### src/rtl/i2s_pkg.sv
// Shared I2S constants and PCM sample type, used by the receiver, the
// microphone emulator and the sample RAM writer.
package i2s_pkg;

  localparam int PCM_W           = 24;
  localparam int I2S_DUMMY_SLOTS = 1;
  localparam int I2S_BITS_PER_CH = 32;
  localparam int I2S_LAST_SLOT   = I2S_DUMMY_SLOTS + PCM_W - 1;

  typedef logic signed [PCM_W-1:0] pcm_sample_t;

endpackage

### src/rtl/i2s_rx_master_if.sv
// PCM pair stream between the I2S receiver and the sample buffer.
interface i2s_rx_master_if;
  import i2s_pkg::*;

  pcm_sample_t left;
  pcm_sample_t right;
  logic        valid;
  logic        ready;

  modport master (output left, output right, output valid, input ready);
  modport slave  (input left, input right, input valid, output ready);

endinterface

### src/rtl/i2s_clk_gen.sv
// SCK/WS generator: clock divider, bit slot counter and the SCK rise strobe.
module i2s_clk_gen
  import i2s_pkg::*;
#(
  parameter int CLK_DIV     = 8,
  parameter int BITS_PER_CH = I2S_BITS_PER_CH
) (
  input  logic                           clk_i,
  input  logic                           rst_i,
  input  logic                           en_i,
  output logic                           sck,
  output logic                           ws,
  output logic                           rise_tick,
  output logic [$clog2(BITS_PER_CH)-1:0] bit_cnt
);

  localparam int DIV_W = $clog2(CLK_DIV);
  localparam int BIT_W = $clog2(BITS_PER_CH);

  logic [DIV_W-1:0] div_cnt;
  logic             tick;
  logic             fall_tick;

  assign tick      = en_i && (div_cnt == DIV_W'(CLK_DIV - 1));
  assign rise_tick = tick && !sck;
  assign fall_tick = tick && sck;

  // Disable behaves like reset so every enable starts a fresh frame on the left channel.
  always_ff @(posedge clk_i) begin
    if (rst_i || !en_i) begin
      div_cnt <= '0;
      sck     <= 1'b0;
      ws      <= 1'b0;
      bit_cnt <= '0;
    end else begin
      if (tick) begin
        div_cnt <= '0;
        sck     <= !sck;
      end else begin
        div_cnt <= div_cnt + DIV_W'(1);
      end
      if (fall_tick) begin
        if (bit_cnt == BIT_W'(BITS_PER_CH - 1)) begin
          bit_cnt <= '0;
          ws      <= !ws;
        end else begin
          bit_cnt <= bit_cnt + BIT_W'(1);
        end
      end
    end
  end

endmodule

### src/rtl/i2s_rx_master.sv
// I2S bus master/receiver: drives SCK/WS, deserializes SD into signed
// 24-bit left/right pairs and offers them on a valid/ready stream.
module i2s_rx_master
  import i2s_pkg::*;
#(
  parameter int CLK_DIV     = 8,
  parameter int BITS_PER_CH = I2S_BITS_PER_CH
) (
  input  logic                    clk_i,
  input  logic                    rst_i,
  input  logic                    en_i,
  input  logic                    sd_i,
  output logic                    sck_o,
  output logic                    ws_o,
  output logic                    overrun_o,
  i2s_rx_master_if.master         pcm
);

  localparam int BIT_W = $clog2(BITS_PER_CH);

  logic             rise_tick;
  logic [BIT_W-1:0] bit_cnt;

  i2s_clk_gen #(
    .CLK_DIV     (CLK_DIV),
    .BITS_PER_CH (BITS_PER_CH)
  ) u_clk_gen (
    .clk_i     (clk_i),
    .rst_i     (rst_i),
    .en_i      (en_i),
    .sck       (sck_o),
    .ws        (ws_o),
    .rise_tick (rise_tick),
    .bit_cnt   (bit_cnt)
  );

  // Stage p0/p1: two-flop synchronizer for the asynchronous SD pin.
  logic sd_p0;
  logic sd_p1;

  always_ff @(posedge clk_i) begin
    sd_p0 <= sd_i;
    sd_p1 <= sd_p0;
  end

  // Stage p2: shift register, left hold and the output pair register.
  pcm_sample_t shift_p2;
  pcm_sample_t left_hold;
  pcm_sample_t shift_next;
  logic        data_slot;
  logic        last_slot;
  logic        pair_done;
  logic        load_pair;

  assign shift_next = {shift_p2[PCM_W-2:0], sd_p1};
  assign data_slot  = rise_tick && (bit_cnt >= BIT_W'(I2S_DUMMY_SLOTS))
                                && (bit_cnt <= BIT_W'(I2S_LAST_SLOT));
  assign last_slot  = rise_tick && (bit_cnt == BIT_W'(I2S_LAST_SLOT));
  assign pair_done  = last_slot && ws_o;
  assign load_pair  = pair_done && (!pcm.valid || pcm.ready);

  always_ff @(posedge clk_i) begin
    if (rst_i) begin
      shift_p2  <= '0;
      left_hold <= '0;
      pcm.left  <= '0;
      pcm.right <= '0;
      pcm.valid <= 1'b0;
      overrun_o <= 1'b0;
    end else begin
      if (!en_i) begin
        shift_p2 <= '0;
      end else if (data_slot) begin
        shift_p2 <= shift_next;
      end
      if (last_slot && !ws_o) begin
        left_hold <= shift_next;
      end
      // A pair arriving while the previous one is still unaccepted is dropped.
      if (load_pair) begin
        pcm.left  <= left_hold;
        pcm.right <= shift_next;
      end else if (pair_done) begin
        overrun_o <= 1'b1;
      end
      if (load_pair) begin
        pcm.valid <= 1'b1;
      end else if (pcm.valid && pcm.ready) begin
        pcm.valid <= 1'b0;
      end
    end
  end

endmodule

### src/flat_wrapper.sv
// flat-port wrapper written by rule: the top's interface ports become plain ports
module i2s_rx_master_flat import i2s_pkg::*;
#(
  parameter int CLK_DIV     = 8,
  parameter int BITS_PER_CH = I2S_BITS_PER_CH
)
  (clk_i, rst_i, en_i, sd_i, sck_o, ws_o, overrun_o, pcm_left, pcm_right, pcm_valid, pcm_ready);
  i2s_rx_master_if pcm_i ();
  input  logic clk_i;
  input  logic rst_i;
  input  logic en_i;
  input  logic sd_i;
  output logic sck_o;
  output logic ws_o;
  output logic overrun_o;
  output wire logic [$bits(pcm_i.left)-1:0] pcm_left;
  output wire logic [$bits(pcm_i.right)-1:0] pcm_right;
  output wire logic [$bits(pcm_i.valid)-1:0] pcm_valid;
  input wire logic [$bits(pcm_i.ready)-1:0] pcm_ready;
  assign pcm_left = pcm_i.left;
  assign pcm_right = pcm_i.right;
  assign pcm_valid = pcm_i.valid;
  assign pcm_i.ready = pcm_ready;
  i2s_rx_master #(.CLK_DIV(CLK_DIV), .BITS_PER_CH(BITS_PER_CH)) u_core (.clk_i(clk_i), .rst_i(rst_i), .en_i(en_i), .sd_i(sd_i), .sck_o(sck_o), .ws_o(ws_o), .overrun_o(overrun_o), .pcm(pcm_i));
endmodule
### config.mk
export PLATFORM = sky130hd
export DESIGN_NAME = i2s_rx_master_flat
export DESIGN_NICKNAME = d
export VERILOG_FILES = /design/src/rtl/i2s_pkg.sv /design/src/rtl/i2s_rx_master_if.sv /design/src/rtl/i2s_clk_gen.sv /design/src/rtl/i2s_rx_master.sv /design/src/flat_wrapper.sv
export SDC_FILE = /design/constraint.sdc
export NUM_CORES = 1
export LEC_CHECK = 0
export BUFFER_PORTS_ARGS = -buffer_cell sky130_fd_sc_hd__buf_4
export CORE_ASPECT_RATIO = 0.7
export CORE_MARGIN = 4
export CORE_UTILIZATION = 60
export DETAILED_ROUTE_END_ITERATION = 8
export PLACE_DENSITY = 0.94
export SLEW_MARGIN = 15
export SYNTH_ARGS = -nofsm -noshare
export SYNTH_HDL_FRONTEND = slang
export SYNTH_SLANG_ARGS = --single-unit
### constraint.sdc
create_clock -name clk_i -period 3.55 [get_ports clk_i]
set_input_delay 0.1775 -clock clk_i [delete_from_list [all_inputs] [get_ports clk_i]]
set_output_delay 0.1775 -clock clk_i [all_outputs]
set_load 0.01 [all_outputs]
# Word-level counts from Yosys, hierarchy flattened
# Cells that the tools add are included.
# totals
ff_bits,109
latchBits,0
ramBits,0
romBits,0
input_bits,5
wordCells,45
n_memories,0
# classes
add_sub_neg,2
multipliers,0
n_div,0
magnitude_cmp,2
eq_ne,3
n_shift,0
muxes,3
bitwise_logic,2
reduce_logical,21
# op_table
operator,count
$eq A5 B5 Y1 const B,2
$logic_and A1 B1 Y1,10
$add A5 B1 Y5 const B,1
$ge A5 B1 Y1 const B,1
$le A5 B5 Y1 const B,1
$mux W5,1
$logic_not A1 Y1,4
$reduce_and A2 Y1,2
$reduce_or A2 Y1,2
$add A3 B1 Y3 const B,1
$eq A3 B3 Y1 const B,1
$logic_or A1 B1 Y1,2
$mux W1,2
$not A1 Y1,2
$reduce_bool A2 Y1,1

# Longest topological paths before layout
# Gate-level depths: netlist of the first run.
# logic_depth
depth_word,8
ltp_mapped,9
mapped_depth_nobuf,6

# Cells and area by module
# From an unflattened synthesis of the first run, not the netlist that was laid out.
# unflattened
cells_unflattened,476
hier_area_um2,4272.8
# modules_own_cells
mod,n_inst,cells_each,area_each_um2
i2s_rx_master,1,434,3844.9
i2s_clk_gen,1,42,427.9

# Worst setup path before layout of the first run
# Ideal clock, no wire load.
# synth_path
path_kind,register to register
startpoint,register u_core.u_clk_gen.div_cnt[0]
endpoint,register u_core.shift_p2[10]
setup_ps,72
arrival_ps,1773
required_ps,3478
path_slack_ps,1706
path_stages_with_launch,9
n_path_buf,2
path_cell_list,dfxtp_1 > ha_1 > ha_1 > buf_4 > nand2_1 > a311o_1 > a21oi_2 > buf_6 > mux2i_1
# synth_via
elab_chain_cells,5
# synth_rtl
element,line_no,source
start: declaration,i2s_clk_gen.sv:20,logic [DIV_W-1:0] div_cnt;
start signal: assignment,i2s_clk_gen.sv:40,div_cnt <= div_cnt + DIV_W'(1);
$eq A3 B3 Y1,i2s_clk_gen.sv:24,assign tick = en_i && (div_cnt == DIV_W'(CLK_DIV - 1));
$logic_and A1 B1 Y1,i2s_clk_gen.sv:24,
$logic_and A1 B1 Y1,i2s_clk_gen.sv:25,assign rise_tick = tick && !sck;
$logic_and A1 B1 Y1,i2s_rx_master.sv:56,assign data_slot = rise_tick && (bit_cnt >= BIT_W'(I2S_DUMMY_SLOTS))
$logic_and A1 B1 Y1,i2s_rx_master.sv:57,&& (bit_cnt <= BIT_W'(I2S_LAST_SLOT));
end signal: assignment,i2s_rx_master.sv:74,shift_p2 <= shift_next;
end: declaration,i2s_rx_master.sv:47,pcm_sample_t shift_p2;
# Every way passes these cells.
# A chain may end at the register's enable or synchronous reset.

# Worst setup path in the final report of the first run
# layout_path
startpoint,register u_core.u_clk_gen.div_cnt[0]
endpoint,register u_core.pcm.left[5]
# layout_via
elab_chain_cells,6
# layout_rtl
element,line_no,source
$eq A3 B3 Y1,i2s_clk_gen.sv:24,
$logic_and A1 B1 Y1,i2s_clk_gen.sv:24,
$logic_and A1 B1 Y1,i2s_clk_gen.sv:25,
$logic_and A1 B1 Y1,i2s_rx_master.sv:58,assign last_slot = rise_tick && (bit_cnt == BIT_W'(I2S_LAST_SLOT));
$logic_and A1 B1 Y1,i2s_rx_master.sv:59,assign pair_done = last_slot && ws_o;
$logic_and A1 B1 Y1,i2s_rx_master.sv:60,assign load_pair = pair_done && (!pcm.valid || pcm.ready);
end signal: assignment,i2s_rx_master.sv:81,pcm.left <= left_hold;
end: declaration,i2s_rx_master_if.sv:10,"modport master (output left, output right, output valid, input ready);"
# Every way passes these cells.

==> flow_metrics.tcl, run 1 <==
set metrics [dict create \
    rsz0062_at_grt "false" \
    hp-class "in2reg" \
    syn_nets 445 \
    areaGrowthSynthToFinish_pct 14.5 \
    cts_max_level 3 \
    finalNetCount 482 \
    io_pins 57 \
    dpl_worst_slack_ps 813 \
    peakVddDrop_mv 0.252 \
    via_per_inst 5.48 \
    ys_warn_count 0 \
    tightest_slew_ps 778 \
    netlist_area_um2 4210 \
    rows 25 \
    synth_cells 434 \
    start_util_pct 62.1 \
    yosys-top-cells-area "dfxtp_1, nand3b_1, mux2i_1" \
    crit_chain "ha_1, ha_1, and4b_1, nand3_4, nand3b_1, o21ai_0" \
    grt_pass1_vias 2868 \
    antenna_found_initial 0 \
    period_share_pct 63.9 \
    grt_pass1_wl_mm 14.0 \
    tns_ps 0 \
    cts_buffer_depth 2 \
    syn_avg_cell_area_um2 9.71 \
    cp-start-kind "register" \
    skew_ps 9.26 \
    period_minus_slack_ps 2270 \
    max_freq_mhz 441 \
    cellPowerDensity_nw_per_um2 417 \
    clk_latency_ps 360 \
    portBuffers 56 \
    status "completed" \
    p_leak_uw 0.00183 \
    core_area_um2 6790 \
    critPathTopFamily "simple AND/OR/NAND/NOR gates" \
    synth_cell_type_count 35 \
    worst_ep_required_time_ps 3780 \
    overflow 0 \
    dp_hpwl_mm 5.55 \
    critPathKind "reg2reg" \
    drive_gt1_share_pct 17.4 \
    drc 0 \
    nFillCells 465 \
    drt_iter0_drc 221 \
    slew-limit-headroom_pct 48.2 \
    grt_max_degree 117 \
    routedWlPerCell_um 15.1 \
    synth_top_cell_area_share_pct 51.8 \
    crit_buf_inv 0 \
    cts_setup_buffers 0 \
    fin_ws_ps 1280 \
    cts-buffers-inserted 9 \
    setup_viol 0 \
    clkSinkCount 109 \
    antenna_cells 0 \
    slowest_stage "nand3_4" \
    dieWidth_um 108 \
    dieArea_um2 8450 \
    place.gp.congestion 0.741 \
    num_vias 3122 \
    finalPower_uw 2010 \
    drv_cap 0 \
    finalHoldViolCount 0 \
    grtUsageTotal_pct 20.6 \
    clk_pin_slew_worst_paths_ps 100 \
    synth_seq_cells 109 \
    die_h_um 78.1 \
    root_buffer "clkbuf_8" \
    postRouteAntennaNets 0 \
    hold_slack_ps 214 \
    end_kind "register" \
    dr.pass1.iters 5 \
    dp_cells 553 \
    cts_tree "done" \
    cp_data_arrival_time_ps 2500 \
    slowest_delay_ps 540 \
    final_max_slew_viol_count 0 \
    ys_seq_area_share_pct 51.8 \
    drt_wl_total_mm 8.62 \
    cp_max_fo 68 \
    fin_cells 570 \
    worst_path_most_repeated_cell "ha_1" \
    synth_top_area_cell "dfxtp_1" \
]
-- cell usage after synthesis --
cell type,n
dfxtp_1,109
nand3b_1,80
nand2_1,62
o21ai_0,37
mux2i_1,29
nand2b_1,23
clkbuf_1,20
a21oi_1,12
nor2_1,12
buf_2,6
ha_1,6
o21ai_1,5
buf_6,4
clkbuf_2,3
and3_2,2
inv_1,2
nand3_1,2
nor3_1,2
nor3b_1,2
a21oi_2,1
a311o_1,1
a31oi_1,1
and4b_1,1
and4b_2,1
buf_4,1
nand3_2,1
nand4_1,1
nor2b_1,1
nor4_1,1
nor4b_4,1
o21ba_2,1
or4_1,1
or4b_2,1
xnor2_1,1
xor2_1,1
-- layout by cell type, fill, tap and decap left out, drive strengths merged, types with 3 or more instances in the layout --
cell / Yosys / layout
dfxtp: 109 / 109
nand3b: 80 / 80
nand2: 62 / 62
buf: 11 / 59
o21ai: 42 / 42
mux2i: 29 / 29
nand2b: 23 / 23
a21oi: 13 / 13
nor2: 12 / 12
clkbuf: 23 / 10
ha: 6 / 6
inv: 2 / 3
nand3: 3 / 3
-- through the flow --
step           area (um^2)  util [%]
6_report              4820      71.1
4_1_cts               4820      70.9
3_5_place_dp          4610      67.9
3_3_place_gp          4610      67.9
2_1_floorplan         4210         -
5_1_grt               4820      71.1
-- repair_timing --
| item | in CTS | in global routing |
|---|---|---|
| hold buffers | 1 | 0 |
| endpoints found under the hold margin | 1 | 0 |
| gates resized for setup | 0 | 0 |
-- cell families (layout without fill, tap and decap cells) --
family	Yosys count	after routing	synth area share [%]
buffers and inverters	36	78	4.28
AO/OA/AOI/OAI	58	58	7.24
AND/OR/NAND/NOR	194	194	27.6
XOR/XNOR	2	2	0.416
flip-flops	109	109	51.8
multiplexers	29	29	6.89
adder cells (fa/ha/maj)	6	6	1.78
-- power by group --
part           switching (uW)  internal [uW]  leakage [uW]
Clock                     413            332     0.0000931
Sequential               1.03           1220      0.000878
Combinational            21.2           22.4      0.000863
-- sequential cells by signal, indices dropped and copies added, names as in the netlist --
name and cells:
u_core.shift_p2 23, u_core.pcm.left 24, u_core.pcm.valid 1, u_core.u_clk_gen.div_cnt 3, u_core.left_hold 24, u_core.overrun_o 1, u_core.sd_p0 1, u_core.pcm.right 24
u_core.u_clk_gen.bit_cnt 5, u_core.u_clk_gen.sck 1, u_core.sd_p1 1, u_core.u_clk_gen.ws 1
-- layout make-up --
class	instances	area, um^2	share of cell area [%]
sequential	109	2180	45.2
multi-input combinational	289	1860	38.7
timing repair buffer	60	453	9.39
clock buffer	10	128	2.65
tap	94	118	2.44
clock inverter	6	71.3	1.48
inverter	2	7.51	0.156
-- worst reg2reg max path, stage by stage, from the launching register on --
cell,delay [ps]
dfxtp_1,350
ha_1,150
ha_1,340
and4b_1,340
nand3_4,540
nand3b_1,320
o21ai_0,110
-- layer usage --
layer | up-vias | track usage, % | routed length [um]
li1 | 1569 | - | -
met1 | 1456 | 28.7 | 4200
met2 | 90 | 31.8 | 3820
met3 | 7 | 6.49 | 539
met4 | 0 | 4.04 | 65
met5 | - | 0 | 0
-- worst paths after layout --
check	startpoint	end	slack [ps]	cells after the start
worst max-delay path	u_core.u_clk_gen.div_cnt[0]	u_core.pcm.left[5]	1280	6
worst min-delay path	en_i	u_core.u_clk_gen.ws	210	4
worst max register to register	u_core.u_clk_gen.div_cnt[0]	u_core.pcm.left[5]	1280	6
worst min register to register	u_core.sd_p0	u_core.sd_p1	340	0
Note: power is estimated with default switching activity, not from simulation.
==> run 2: changes to the inputs <==
- CORE_UTILIZATION: 60 -> 51
- PLACE_DENSITY: 0.94 -> 0.86
- clock period: 3.55 -> 1.9 ns (I/O delays scaled with it)
==> flow_metrics.tcl, run 2 (same netlist as run 1, synthesis figures left out) <==
set metrics [dict create \
    end_kind "register" \
    root_buffer "clkbuf_16" \
    grt_max_degree 85 \
    cp_data_arrival_time_ps 2160 \
    finalPower_uw 4220 \
    slowest_delay_ps 350 \
    antenna_found_initial 0 \
    start_util_pct 53.1 \
    place.gp.congestion 0.820 \
    dr.pass1.iters 6 \
    status "completed" \
    postRouteAntennaNets 0 \
    worst_ep_required_time_ps 2170 \
    overflow 0 \
    cts_tree "done" \
    cp-start-kind "register" \
    grtUsageTotal_pct 20.1 \
    cts_max_level 3 \
    via_per_inst 5.51 \
    max_freq_mhz 529 \
    dp_hpwl_mm 5.88 \
    worstHoldStart "pcm_ready" \
    fin_cells 595 \
    clk_pin_slew_worst_paths_ps 70 \
    crit_chain "inv_1, ha_2, and4b_2, nor4b_4, buf_4, clkbuf_16, nand3b_1, o21ai_0" \
    critPathTopFamily "simple AND/OR/NAND/NOR gates" \
    layout_common_cells "dfxtp_1, nand3b_1, buf_4, nand2_1, o21ai_0" \
    final_common_cell "dfxtp_1" \
    r2r_start "u_core.u_clk_gen.bit_cnt[1]" \
    slowest_stage "dfxtp_2" \
    skew_ps 7.51 \
    cts_buffer_depth 2 \
    grt_pass1_wl_mm 15.5 \
    hold_slack_ps 156 \
    dieWidth_um 117 \
    worstRegToRegCells 8 \
    cts-buffers-inserted 9 \
    drt_wl_total_mm 9.97 \
    clkSinkCount 109 \
    drv_cap 0 \
    io_pins 57 \
    crit_buf_inv 3 \
    final_max_slew_viol_count 0 \
    core_area_um2 7940 \
    antenna_cells 0 \
    portBuffers 56 \
    peakVddDrop_mv 0.605 \
    areaGrowthSynthToFinish_pct 25.5 \
    top_regs "u_core.left_hold: 24 flops, u_core.pcm.left: 24 flops, u_core.pcm.right: 24 flops" \
    setup_viol 0 \
    routedWlPerCell_um 16.7 \
    die_h_um 84.1 \
    slew-limit-headroom_pct 59.3 \
    clk_latency_ps 350 \
    grt_pass1_vias 3047 \
    r2r_slack_ps 8 \
    cellPowerDensity_nw_per_um2 799 \
    period_minus_slack_ps 1890 \
    tns_ps 0 \
    drc 0 \
    critPathKind "reg2reg" \
    num_vias 3280 \
    drive_gt1_share_pct 22.9 \
    rows 27 \
    tightest_slew_ps 611 \
    drt_iter0_drc 301 \
    fin_ws_ps 8.48 \
    dpl_worst_slack_ps -86.1 \
    period_share_pct 99.6 \
    multi_input_area_um2 1930 \
    hold_path_depth 3 \
    final-seq-area_um2 2190 \
    r2r-end "u_core.left_hold[22]" \
    hp-class "in2reg" \
    nFillCells 591 \
    p_leak_uw 0.00203 \
    hold-path-endpoint "u_core.pcm.valid" \
    finalNetCount 501 \
    finalHoldViolCount 0 \
    dp_cells 567 \
    dieArea_um2 9800 \
    cp_max_fo 22 \
]
-- run 2: cell types whose count changed in the layout (fill, tap and decap cells not counted), sizes merged --
cell and delta:
buf +15, clkbuf +3, clkinv -2, bufbuf +1, clkinvlp +1
-- run 2: power breakdown --
group          switching [uW]  internal, uW  total, uW
Sequential               3.27          2290       2290
Clock                     826          1020       1850
Combinational            42.7          43.7       86.4
-- run 2: final cells by class --
| type | count | share of cell area [%] |
|---|---|---|
| Sequential cell | 109 | 41.4 |
| Clock inverter | 5 | 1.16 |
| Multi-Input combinational cell | 289 | 36.4 |
| Timing Repair Buffer | 79 | 14.2 |
| Tap cell | 101 | 2.39 |
| Inverter | 2 | 0.142 |
| Clock buffer | 10 | 4.33 |
-- run 2: timing repair --
item / in CTS / in global routing
endpoints found under the setup margin: 30 / 54
resized for setup: 5 / 16
endpoints found under the hold margin: 1 / 0
hold buffers: 1 / 0
pin swaps: 1 / 4
buffers inserted: 2 / 5
gates cloned: 2 / 3
-- run 2: worst max path at each step --
stage	from	end	slack (ps)	cells past startpoint
5_1_grt	u_core.u_clk_gen.bit_cnt[1]	u_core.left_hold[4]	-80	8
3_3_place_gp	u_core.u_clk_gen.bit_cnt[1]	u_core.u_clk_gen.bit_cnt[2]	110	5
4_1_cts	u_core.u_clk_gen.div_cnt[0]	u_core.shift_p2[7]	10	8
6_report	u_core.u_clk_gen.bit_cnt[1]	u_core.left_hold[22]	8	8
2_1_floorplan	u_core.u_clk_gen.div_cnt[0]	u_core.shift_p2[10]	60	8
3_5_place_dp	u_core.u_clk_gen.div_cnt[0]	u_core.shift_p2[7]	-90	7
-- run 2: routing by layer --
layer / part of all wire (%) / track usage, % / up-vias / wire (um)
li1: - / - / 1597 / -
met1: 47 / 29.9 / 1553 / 4700
met2: 45 / 28.1 / 114 / 4450
met3: 6.6 / 5.29 / 16 / 661
met4: 1.6 / 6.04 / 0 / 157
met5: 0 / 0 / - / 0
-- run 2: per-stage QoR --
step / utilization [%] / instance area (um^2)
2_1_floorplan: - / 4210
3_3_place_gp: 59.4 / 4720
3_5_place_dp: 59.4 / 4720
4_1_cts: 64.4 / 5120
5_1_grt: 66.6 / 5290
6_report: 66.6 / 5290
-- run 2: worst min-delay path, stage by stage --
cell      delay, ps
buf_4            70
nand2b_1        200
a21oi_1          90
==> run 3: changes to the inputs <==
- ABC_AREA: not set -> 1
==> flow_metrics.tcl, run 3 <==
set metrics [dict create \
    rsz0062_at_grt "false" \
    place.gp.congestion 0.904 \
    post_cts_resized 0 \
    max_freq_mhz 590 \
    finalHoldViolCount 0 \
    dr.pass1.iters 5 \
    ys_seq_area_share_pct 49.3 \
    final_max_slew_viol_count 0 \
    drc 0 \
    overflow 0 \
    synth-adder-area-share_pct 1.70 \
    cts_buffer_depth 2 \
    r2r_start "u_core.u_clk_gen.bit_cnt[1]" \
    ys.flop_type "dfxtp_1" \
    synth_common_cells "nand2_1, nor2_1, dfxtp_1" \
    dieWidth_um 119 \
    cp-start-kind "register" \
    clk_pin_slew_worst_paths_ps 70 \
    grt_pass1_vias 3649 \
    yosys.area_share.simple_pct 34.4 \
    cts_tree "done" \
    worstHoldStart "rst_i" \
    rows 28 \
    netlist_area_um2 4430 \
    synth_top_area_cell "dfxtp_1" \
    p_leak_uw 0.00272 \
    setup_viol 0 \
    cp_data_arrival_time_ps 1970 \
    routedWlPerCell_um 11.9 \
    clockPowerShare_pct 45.6 \
    io_pins 57 \
    synthArstFlopShare_pct 0 \
    crit_buf_inv 2 \
    top_regs "u_core.left_hold: 24 flops, u_core.pcm.left: 24 flops, u_core.pcm.right: 24 flops" \
    hp-class "in2reg" \
    skew_ps 4.72 \
    tightest_slew_ps 309 \
    drive_gt1_share_pct 13.6 \
    cts_max_level 3 \
    period_minus_slack_ps 1690 \
    antenna_cells 0 \
    slowest_stage "dfxtp_1" \
    yosys-top-cells-area "dfxtp_1, nand2_1, nor2_1" \
    finalNetCount 693 \
    via_per_inst 4.80 \
    grt_max_degree 50 \
    clk_latency_ps 340 \
    layout_common_cells "nand2_1, nor2_1, dfxtp_1, inv_1, buf_4" \
    grtUsageTotal_pct 19.5 \
    ctsHoldBuffers 1 \
    num_vias 3867 \
    syn_nets 644 \
    switching_share_pct 19.3 \
    synth-compound-area-share_pct 3.85 \
    power.internal_uw 3490 \
    yosysMostFrequentCell "nand2_1" \
    portBuffers 56 \
    areaGrowthSynthToFinish_pct 19.4 \
    synth_cell_type_count 20 \
    ys_warn_count 0 \
    die_h_um 85.9 \
    power_frac_seq_pct 53.0 \
    muxShareOfSynthArea_pct 0 \
    status "completed" \
    cellPowerDensity_nw_per_um2 817 \
    clkSinkCount 109 \
    start_util_pct 52.4 \
    critPathKind "reg2reg" \
    core_area_um2 8440 \
    drt_wl_total_mm 9.59 \
    grt_pass1_wl_mm 16.4 \
    wl_met2_mm 4.41 \
    syn_avg_cell_area_um2 6.99 \
    cts_setup_buffers 0 \
    synth_cells 633 \
    critPathTopFamily "simple AND/OR/NAND/NOR gates" \
    worst_ep_required_time_ps 2170 \
    synth_top_cell_area_share_pct 49.3 \
    synth_seq_cells 109 \
    peakVddDrop_mv 0.601 \
    postRouteAntennaNets 0 \
    drv_cap 0 \
    tns_ps 0 \
    synth_top_family_by_area "simple AND/OR/NAND/NOR gates" \
    p_switching_uw 835 \
    critPathLaunch "u_core.u_clk_gen.bit_cnt[1]" \
    cts-buffers-inserted 9 \
    crit_chain "inv_1, ha_1, nand2_2, nor2_4, nand4_4, buf_12, nand2_1, nand2_1, nor2_1" \
    wl_met1_mm 4.42 \
    slew-limit-headroom_pct 79.3 \
    final_common_cell "nand2_1" \
    cp_max_fo 48 \
    end_kind "register" \
    root_buffer "clkbuf_16" \
    drt_iter0_drc 259 \
    wl_met3_um 648 \
    period_share_pct 89.2 \
    antenna_found_initial 0 \
    synth_edf_count 0 \
    worst_path_most_repeated_cell "nand2_1" \
    slowest_delay_ps 350 \
    top_layer_used "met4" \
    synthXorXnorAreaFrac_pct 0 \
    dieArea_um2 10300 \
    pwr-share-comb_pct 1.4 \
    hold_slack_ps 116 \
    dp_hpwl_mm 6.83 \
]
## run 3: cell count changes after synthesis, moves of 33 or more
cell and change:
inv_1 +77, o21ai_0 -34, nand2_1 +105, nor2_1 +141
nand4_1 +33, nand3b_1 -80
## run 3: per-stage QoR
step           instance area, um^2  utilization [%]  power (uW)  setup WS [ps]  cells
4_1_cts                       5290             62.6        4350            208    806
3_5_place_dp                  4960             58.7        2400            255    790
3_3_place_gp                  4960             58.7        2400            331    790
2_1_floorplan                 4430                -        2380            322    633
6_report                      5290             62.6        4320            205    806
5_1_grt                       5290             62.6        4450           95.5    806
## run 3: logic make-up (layout without fill, tap and decap cells)
group           after synthesis  count (layout)
fa+ha+maj                     6               6
flops                       109             109
buf+inv                     116             169
simple gates                368             368
compound gates               34              34
## run 3: power groups by stage
stage	Combinational (uW)	Sequential, uW	Clock, uW
detailed placement	56.8	2340	0
finish	58.5	2290	1970
floorplan	39.9	2340	0
global route	66.6	2290	2100
global placement	55.0	2340	0
CTS	58.5	2290	2000
## run 3: layout make-up
| type | instances | area [um^2] |
|---|---|---|
| Clock buffer | 11 | 243 |
| Multi-Input combinational cell | 408 | 1770 |
| Clock inverter | 4 | 72.6 |
| Sequential cell | 109 | 2180 |
| Inverter | 83 | 312 |
| Timing Repair Buffer | 71 | 561 |
| Fill cell | 736 | 3160 |
| Tap cell | 120 | 150 |
## run 3: layer usage
| layer | global-route usage [%] | vias up |
|---|---|---|
| met5 | 0 | - |
| met2 | 32.8 | 114 |
| li1 | - | 2012 |
| met3 | 6.00 | 16 |
| met4 | 5.72 | 0 |
| met1 | 24.5 | 1725 |
## run 3: path summary, 6_finish.rpt
kind / endpoint / slack (ps) / depth (start not counted)
setup reg to reg: u_core.pcm.right[14] / 210 / 9
hold reg to reg: u_core.sd_p1 / 330 / 0
hold / removal: u_core.left_hold[10] / 120 / 2
setup / recovery: u_core.pcm.right[14] / 210 / 9
## run 3: worst reg2reg max path, stage by stage, from the launching register on
cell and delay, ps:
dfxtp_1 350, inv_1 110, ha_1 160, nand2_2 90
nor2_4 260, nand4_4 170, buf_12 220, nand2_1 90
nand2_1 50, nor2_1 120
